**src/rtl/pipe_pkg.sv**
```systemverilog
// Shared pipeline-register definitions: register-number type, Tnew width and
// the saturating Tnew decrement used by the D/E, E/M and M/W stage registers.
package pipe_pkg;

    localparam int unsigned TW = 4;

    typedef logic [4:0] reg_num_t;

    localparam reg_num_t REG_ZERO = 5'd0;

    function automatic logic [TW-1:0] tnew_dec(input logic [TW-1:0] x);
        return (x == '0) ? '0 : x - 1'b1;
    endfunction

endpackage

```
**src/rtl/pipe_field_reg.sv**
```systemverilog
// Parameterised pipeline field flop: async active-low reset, clear (loads
// clr_val) taking priority over enable, otherwise hold.
module pipe_field_reg #(
    parameter int unsigned W = 32
) (
    input  logic         clk,
    input  logic         reset,
    input  logic         en,
    input  logic         clear,
    input  logic [W-1:0] clr_val,
    input  logic [W-1:0] d,
    output logic [W-1:0] q
);

    always_ff @(posedge clk or negedge reset) begin
        if (!reset) begin
            q <= '0;
        end else if (clear) begin
            q <= clr_val;
        end else if (en) begin
            q <= d;
        end
    end

endmodule

```
**src/rtl/d_e_stage_reg.sv**
```systemverilog
// Decode/Execute pipeline register with hold (en=0) and bubble (clear=1).
// Optional bubble counter output enabled by defining DE_BUBBLE_CNT_EN.
module d_e_stage_reg
    import pipe_pkg::*;
#(
    parameter int unsigned DW = 32,
    parameter int unsigned TW = pipe_pkg::TW
) (
    input  logic          clk,
    input  logic          reset,
    input  logic          en,
    input  logic          clear,
    input  logic [DW-1:0] d_pc,
    input  logic [DW-1:0] d_instr,
    input  logic [DW-1:0] d_rs_data,
    input  logic [DW-1:0] d_rt_data,
    input  logic [DW-1:0] d_ext,
    input  logic [4:0]    d_a1,
    input  logic [4:0]    d_a2,
    input  logic [4:0]    d_a3,
    input  logic          d_regwrite,
    input  logic [TW-1:0] d_tnew,
    output logic [DW-1:0] e_pc,
    output logic [DW-1:0] e_instr,
    output logic [DW-1:0] e_rs_data,
    output logic [DW-1:0] e_rt_data,
    output logic [DW-1:0] e_ext,
    output logic [4:0]    e_a1,
    output logic [4:0]    e_a2,
    output logic [4:0]    e_a3,
    output logic          e_regwrite,
    output logic [TW-1:0] e_tnew,
    output logic          e_valid
`ifdef DE_BUBBLE_CNT_EN
    ,
    output logic [31:0]   bubble_cnt
`endif
);

    localparam int unsigned DATA_W = 4 * DW;
    localparam int unsigned ADDR_W = 15;
    localparam int unsigned CTRL_W = TW + 2;

    logic          regwrite_eff;
    logic [TW-1:0] tnew_next;

    // A $0 destination can never be written, so it never creates a hazard.
    assign regwrite_eff = d_regwrite && (reg_num_t'(d_a3) != REG_ZERO);
    assign tnew_next    = tnew_dec(d_tnew);

    // PC survives a bubble so the slot can still be traced.
    pipe_field_reg #(.W(DW)) u_pc (
        .clk     (clk),
        .reset   (reset),
        .en      (en),
        .clear   (clear),
        .clr_val (d_pc),
        .d       (d_pc),
        .q       (e_pc)
    );

    pipe_field_reg #(.W(DATA_W)) u_data (
        .clk     (clk),
        .reset   (reset),
        .en      (en),
        .clear   (clear),
        .clr_val ('0),
        .d       ({d_instr, d_rs_data, d_rt_data, d_ext}),
        .q       ({e_instr, e_rs_data, e_rt_data, e_ext})
    );

    pipe_field_reg #(.W(ADDR_W)) u_addr (
        .clk     (clk),
        .reset   (reset),
        .en      (en),
        .clear   (clear),
        .clr_val ('0),
        .d       ({d_a1, d_a2, d_a3}),
        .q       ({e_a1, e_a2, e_a3})
    );

    pipe_field_reg #(.W(CTRL_W)) u_ctrl (
        .clk     (clk),
        .reset   (reset),
        .en      (en),
        .clear   (clear),
        .clr_val ('0),
        .d       ({regwrite_eff, tnew_next, 1'b1}),
        .q       ({e_regwrite, e_tnew, e_valid})
    );

`ifdef DE_BUBBLE_CNT_EN
    always_ff @(posedge clk or negedge reset) begin
        if (!reset) begin
            bubble_cnt <= '0;
        end else if (clear) begin
            bubble_cnt <= bubble_cnt + 32'd1;
        end
    end
`endif

endmodule

```
**config.mk**
```make
export PLATFORM = sky130hd
export DESIGN_NAME = d_e_stage_reg
export DESIGN_NICKNAME = d
export VERILOG_FILES = /design/src/rtl/pipe_pkg.sv /design/src/rtl/pipe_field_reg.sv /design/src/rtl/d_e_stage_reg.sv
export SDC_FILE = /design/constraint.sdc
export NUM_CORES = 1
export LEC_CHECK = 0
export BUFFER_PORTS_ARGS = -buffer_cell sky130_fd_sc_hd__buf_2
export CAP_MARGIN = 20
export CORE_AREA = 2 2 140 142
export CTS_CLUSTER_SIZE = 10
export DETAILED_ROUTE_END_ITERATION = 8
export DIE_AREA = 0 0 142 144
export PLACE_DENSITY_LB_ADDON = 0.3
export REMOVE_ABC_BUFFERS = 1
export SLEW_MARGIN = 20
export SYNTH_ARGS = -nofsm -noshare
export SYNTH_HDL_FRONTEND = slang
export SYNTH_SLANG_ARGS = --single-unit
```
**constraint.sdc**
```tcl
create_clock -name clk -period 1.4 [get_ports clk]
set_clock_uncertainty 0.2 [all_clocks]
set_input_delay 0.14 -clock clk [delete_from_list [all_inputs] [get_ports clk]]
set_output_delay 0.14 -clock clk [all_outputs]
set_load 0.02 [all_outputs]
```
* Yosys cells after proc, flatten, opt, wreduce, memory -nomap -nowiden
Index checks and enable logic that the tools add are counted.
** Storage, ports and cells
- Input port bits :: 184
- Flip-flop bits (word level) :: 181
- Word-level logic and storage cells :: 18
- Output and inout bits :: 181
** Operators by class
- Muxes and demuxes :: 9
- Add/sub/neg operators :: 1
- Reductions and logical operators :: 4
** Operators by type and width (number)
- $mux W128 :: 2
- $mux W32 :: 2
- $mux W15 :: 2
- $mux W6 :: 2
- $reduce_bool A5 Y1 :: 1
- $logic_not A4 Y1 :: 1
- $mux W4 :: 1
- $sub A4 B1 Y4 const B :: 1
- $reduce_bool A2 Y1 :: 1
- $logic_and A1 B1 Y1 :: 1

* Depth between registers and ports, before layout
- Depth in word-level cells :: 4
- Mapped depth :: 5
- Gate-level depth less buffers :: 5

* By module
A second synthesis with hierarchy kept.
** Second synthesis, totals
- Cells, all modules :: 798
- Area, all modules :: 8570.7 um^2
** By module, submodules not included
- pipe_field_reg (u_data) :: cells an instance 554, times used 1, area each 6002.0 um^2, seq. area each 3203.1 um^2
- pipe_field_reg (u_pc) :: cells an instance 139, times used 1, area each 1515.2 um^2, seq. area each 800.8 um^2
- pipe_field_reg (u_addr) :: cells an instance 65, times used 1, area each 699.4 um^2, seq. area each 375.4 um^2
- pipe_field_reg (u_ctrl) :: cells an instance 26, times used 1, area each 279.0 um^2, seq. area each 150.1 um^2
- d_e_stage_reg :: cells an instance 14, times used 1, area each 75.1 um^2, seq. area each 0.0 um^2

* Worst setup path before layout
No wires, ideal clock.
- Path type :: input port to flip-flop
- Start :: input port en
- End :: register u_pc.q[0]
- Path buffers :: 2
- Stages on the path :: 4
- Setup time :: 0.128 ns
- Setup slack :: 0.162 ns
- Required time :: 1.072 ns
- Arrival time :: 0.910 ns
- Path through :: buf_4 > nor2_8 > buf_6 > mux2_1
** Between the ends
- Longest elaborated chain between the ends :: 1
** Ends and longest elaborated chain
- from (decl) :: line d_e_stage_reg.sv:11 : input logic en,
- $reduce_bool A2 Y1 (no line)
- to (signal assigned) :: line pipe_field_reg.sv:19 : q <= clr_val;
- to (decl) :: line pipe_field_reg.sv:12 : output logic [W-1:0] q
Every way passes these cells.
A chain may end at the register's enable or synchronous reset.

* Worst setup path in the final report
- Start :: register u_data.q[10]
- End :: output port e_ext[10]
** RTL lines
- from (decl) :: line pipe_field_reg.sv:12
- from (signal assigned) :: line pipe_field_reg.sv:19
- to (decl) :: line d_e_stage_reg.sv:27 : output logic [DW-1:0] e_ext,
No word-level cell between the ends.

==> results.json <==
{
  "setup_slack_ns": 0.04980,
  "pin_count": 365,
  "critPathTopFamily": "flip-flops",
  "clkTransAtPathRegs_ns": 0.07,
  "seq_power_share_pct": 42.9,
  "avgSynthCellArea_um2": 13.12,
  "reg2reg_from": "u_pc.q[18]$_DFFE_PN0P_",
  "p_sw_mw": 3.526,
  "p_comb_share_pct": 18.0,
  "cts-root-buf": "clkbuf_16",
  "required_ns": 1.06,
  "cts_inserted_buffers": 17,
  "switching_share_pct": 26.41,
  "grt_pass1_wl_mm": 33.64,
  "ir_drop_v": 0.0008285,
  "clock_latency_ns": 0.42,
  "startpoint_type": "register",
  "wl_met2_mm": 11.21,
  "setup_violations": 0,
  "vias_per_cell": 4.620,
  "hp-start": "d_a3[3]",
  "layout-drive-gt1-share_pct": 37.86,
  "slowest_stage": "dfrtp_1",
  "post-route-period-util_pct": 96.44,
  "holdPathStages": 3,
  "hold_path.class": "primary input to register",
  "end_kind": "output pin",
  "grt_pass1_vias": 6598,
  "clock_path_buffers": 2,
  "grt_max_degree": 40,
  "synth_cells": 561,
  "rr_worst_depth": 1,
  "final_max_slew_viol_count": 0,
  "wl_mm": 22.02,
  "p_int_mw": 9.826,
  "clock.fmax_ghz": 0.7406,
  "ctsHoldBuffers": 183,
  "whs_ns": -0.2159,
  "cts_tree": "built",
  "critPathKind": "register to output pin",
  "cp.arrival_ns": 1.01,
  "finalSetupTns_ns": 0,
  "status": "complete, but fails checks",
  "antenna_found_initial": 0,
  "timing.rr.end": "u_pc.q[18]$_DFFE_PN0P_",
  "die_w_um": 142,
  "hold_viol": 51,
  "area_growth_pct": 63.97,
  "wl_per_cell_um": 16.06,
  "drtIter0Drc": 285,
  "maxUsedRoutingLayer": "met4",
  "grt_usage_pct": 21.22,
  "wl_met1_mm": 8.748,
  "dpl.hpwl_mm": 14.01,
  "nNetsFinal": 1306,
  "ant_nets": 0,
  "violations": "hold timing",
  "slew_headroom_pct": 72.74,
  "max_cap_violations": 0,
  "crit_chain": "buf_2",
  "synth_seq_area_share_pct": 61.55,
  "synth_cell_types": 20,
  "placed_area_um2": 9560,
  "die_area_um2": 20450,
  "min_to": "u_addr.q[3]$_DFFE_PN0P_",
  "synth_seq_cells": 181,
  "critPathBufInv": 1,
  "die_h_um": 144,
  "rsz0062_at_grt": "false",
  "final_area_um2": 12070,
  "critical_path.max_stage_delay_ns": 0.41,
  "ff2ff_setup_slack_ns": 0.36,
  "mostFrequentLayoutCell": "buf_2",
  "fin_crit_ns": 1.350,
  "dr.pass1.iters": 4,
  "h-tree-depth": 4,
  "yosys_warnings": 0,
  "clock-sinks": 181,
  "port_buffers": 364,
  "diodes": 0,
  "num_vias": 6334,
  "gp_congestion": 0.7773,
  "critPathMaxFanout": 2,
  "power_density_nw_per_um2": 1107,
  "tightest_slew_ns": 0.4026,
  "routed-wl-met3_mm": 1.487,
  "layout_common_cells": "359 x buf_2, 181 x dlygate4sd3_1, 181 x dfrtp_1",
  "start_util_pct": 38.57,
  "grt_overflow": 0,
  "coreArea_um2": 19080,
  "power_frac_clock_pct": 39.1,
  "place_ws_ns": 0.04248,
  "netlist_area_um2": 7358,
  "leakagePower_nw": 6.563,
  "rows": 51,
  "drcViolationCount": 0
}
-- repair_timing --
action                                  CTS  global route
gates resized for setup                   0             5
endpoints found under the setup margin    0            25
hold endpoints to repair                361            21
setup buffers                             0             0
-- cell usage after synthesis (all sizes together) --
library cell	count	area, um2
mux2	32	360.4
nand2	5	18.77
o2111ai	1	8.760
dfrtp	181	4529
buf	36	335.3
o21ai	3	15.01
a211oi	1	7.510
inv	4	15.01
ha	2	25.02
mux2i	144	1441
xnor2	1	8.760
nor2	148	571.8
o311ai	1	8.760
nor3	1	5.000
or4	1	7.510
-- logic make-up (layout without fill, tap and decap cells) --
kind of cell	Yosys count	count (layout)	synth area share, %
flops	181	181	61.55
mux	176	176	24.49
simple gates	155	155	8.196
buf+inv	40	612	4.761
compound gates	6	6	0.5441
fa+ha+maj	2	2	0.3400
xor+xnor	1	1	0.1190
-- stage by stage --
stage | instances | hold WS, ns | power [mW] | util (%)
floorplan | 525 | -0.3556 | 6.664 | -
global placement | 1157 | -0.1413 | 7.754 | 50.11
detailed placement | 1157 | -0.1455 | 7.780 | 50.11
CTS | 1372 | -0.2415 | 13.45 | 63.09
global route | 1371 | -0.1985 | 13.95 | 63.24
finish | 1371 | -0.2159 | 13.35 | 63.24
-- sequential cells by signal, summed over array words and instances, names as in the netlist --
register	flops
u_pc.q	32
u_ctrl.q	6
u_addr.q	15
u_data.q	128
-- power groups by stage --
| stage | Sequential [mW] | Clock [mW] | Combinational, mW |
|---|---|---|---|
| global placement | 5.80 | 0 | 1.96 |
| finish | 5.72 | 5.22 | 2.41 |
| floorplan | 6.21 | 0 | 0.451 |
| detailed placement | 5.80 | 0 | 1.98 |
| global route | 5.76 | 5.61 | 2.58 |
| CTS | 5.71 | 5.36 | 2.38 |
-- metal layers --
metal | vias up | GRT usage, %
met5 | - | 0
met3 | 37 | 6.258
met4 | 0 | 8.158
met2 | 256 | 36.69
li1 | 2989 | -
met1 | 3052 | 25.04
-- cell type report --
cell class | count | area (um2)
fillers | 1425 | 7014
inverters | 4 | 15.01
clock inverters | 12 | 187.7
multi-input cells | 340 | 2489
repair buffers | 576 | 4090
flip-flops and latches | 181 | 4529
clock buffers | 20 | 456.7
well taps | 238 | 297.8
-- worst max path at each step --
stage	start	to	slack, ns	cells after the start
detailed placement	d_tnew[0]	u_ctrl.q[3]$_DFFE_PN0P_	0.04	6
finish	u_data.q[10]$_DFFE_PN0P_	e_ext[10]	0.05	1
global route	u_data.q[10]$_DFFE_PN0P_	e_ext[10]	0.01	1
floorplan	d_a3[3]	u_ctrl.q[5]$_DFFE_PN0P_	0.20	3
CTS	u_pc.q[18]$_DFFE_PN0P_	e_pc[18]	0.008	1
global placement	d_a3[3]	u_ctrl.q[5]$_DFFE_PN0P_	0.06	4
Power figures use the tool's default switching activity.
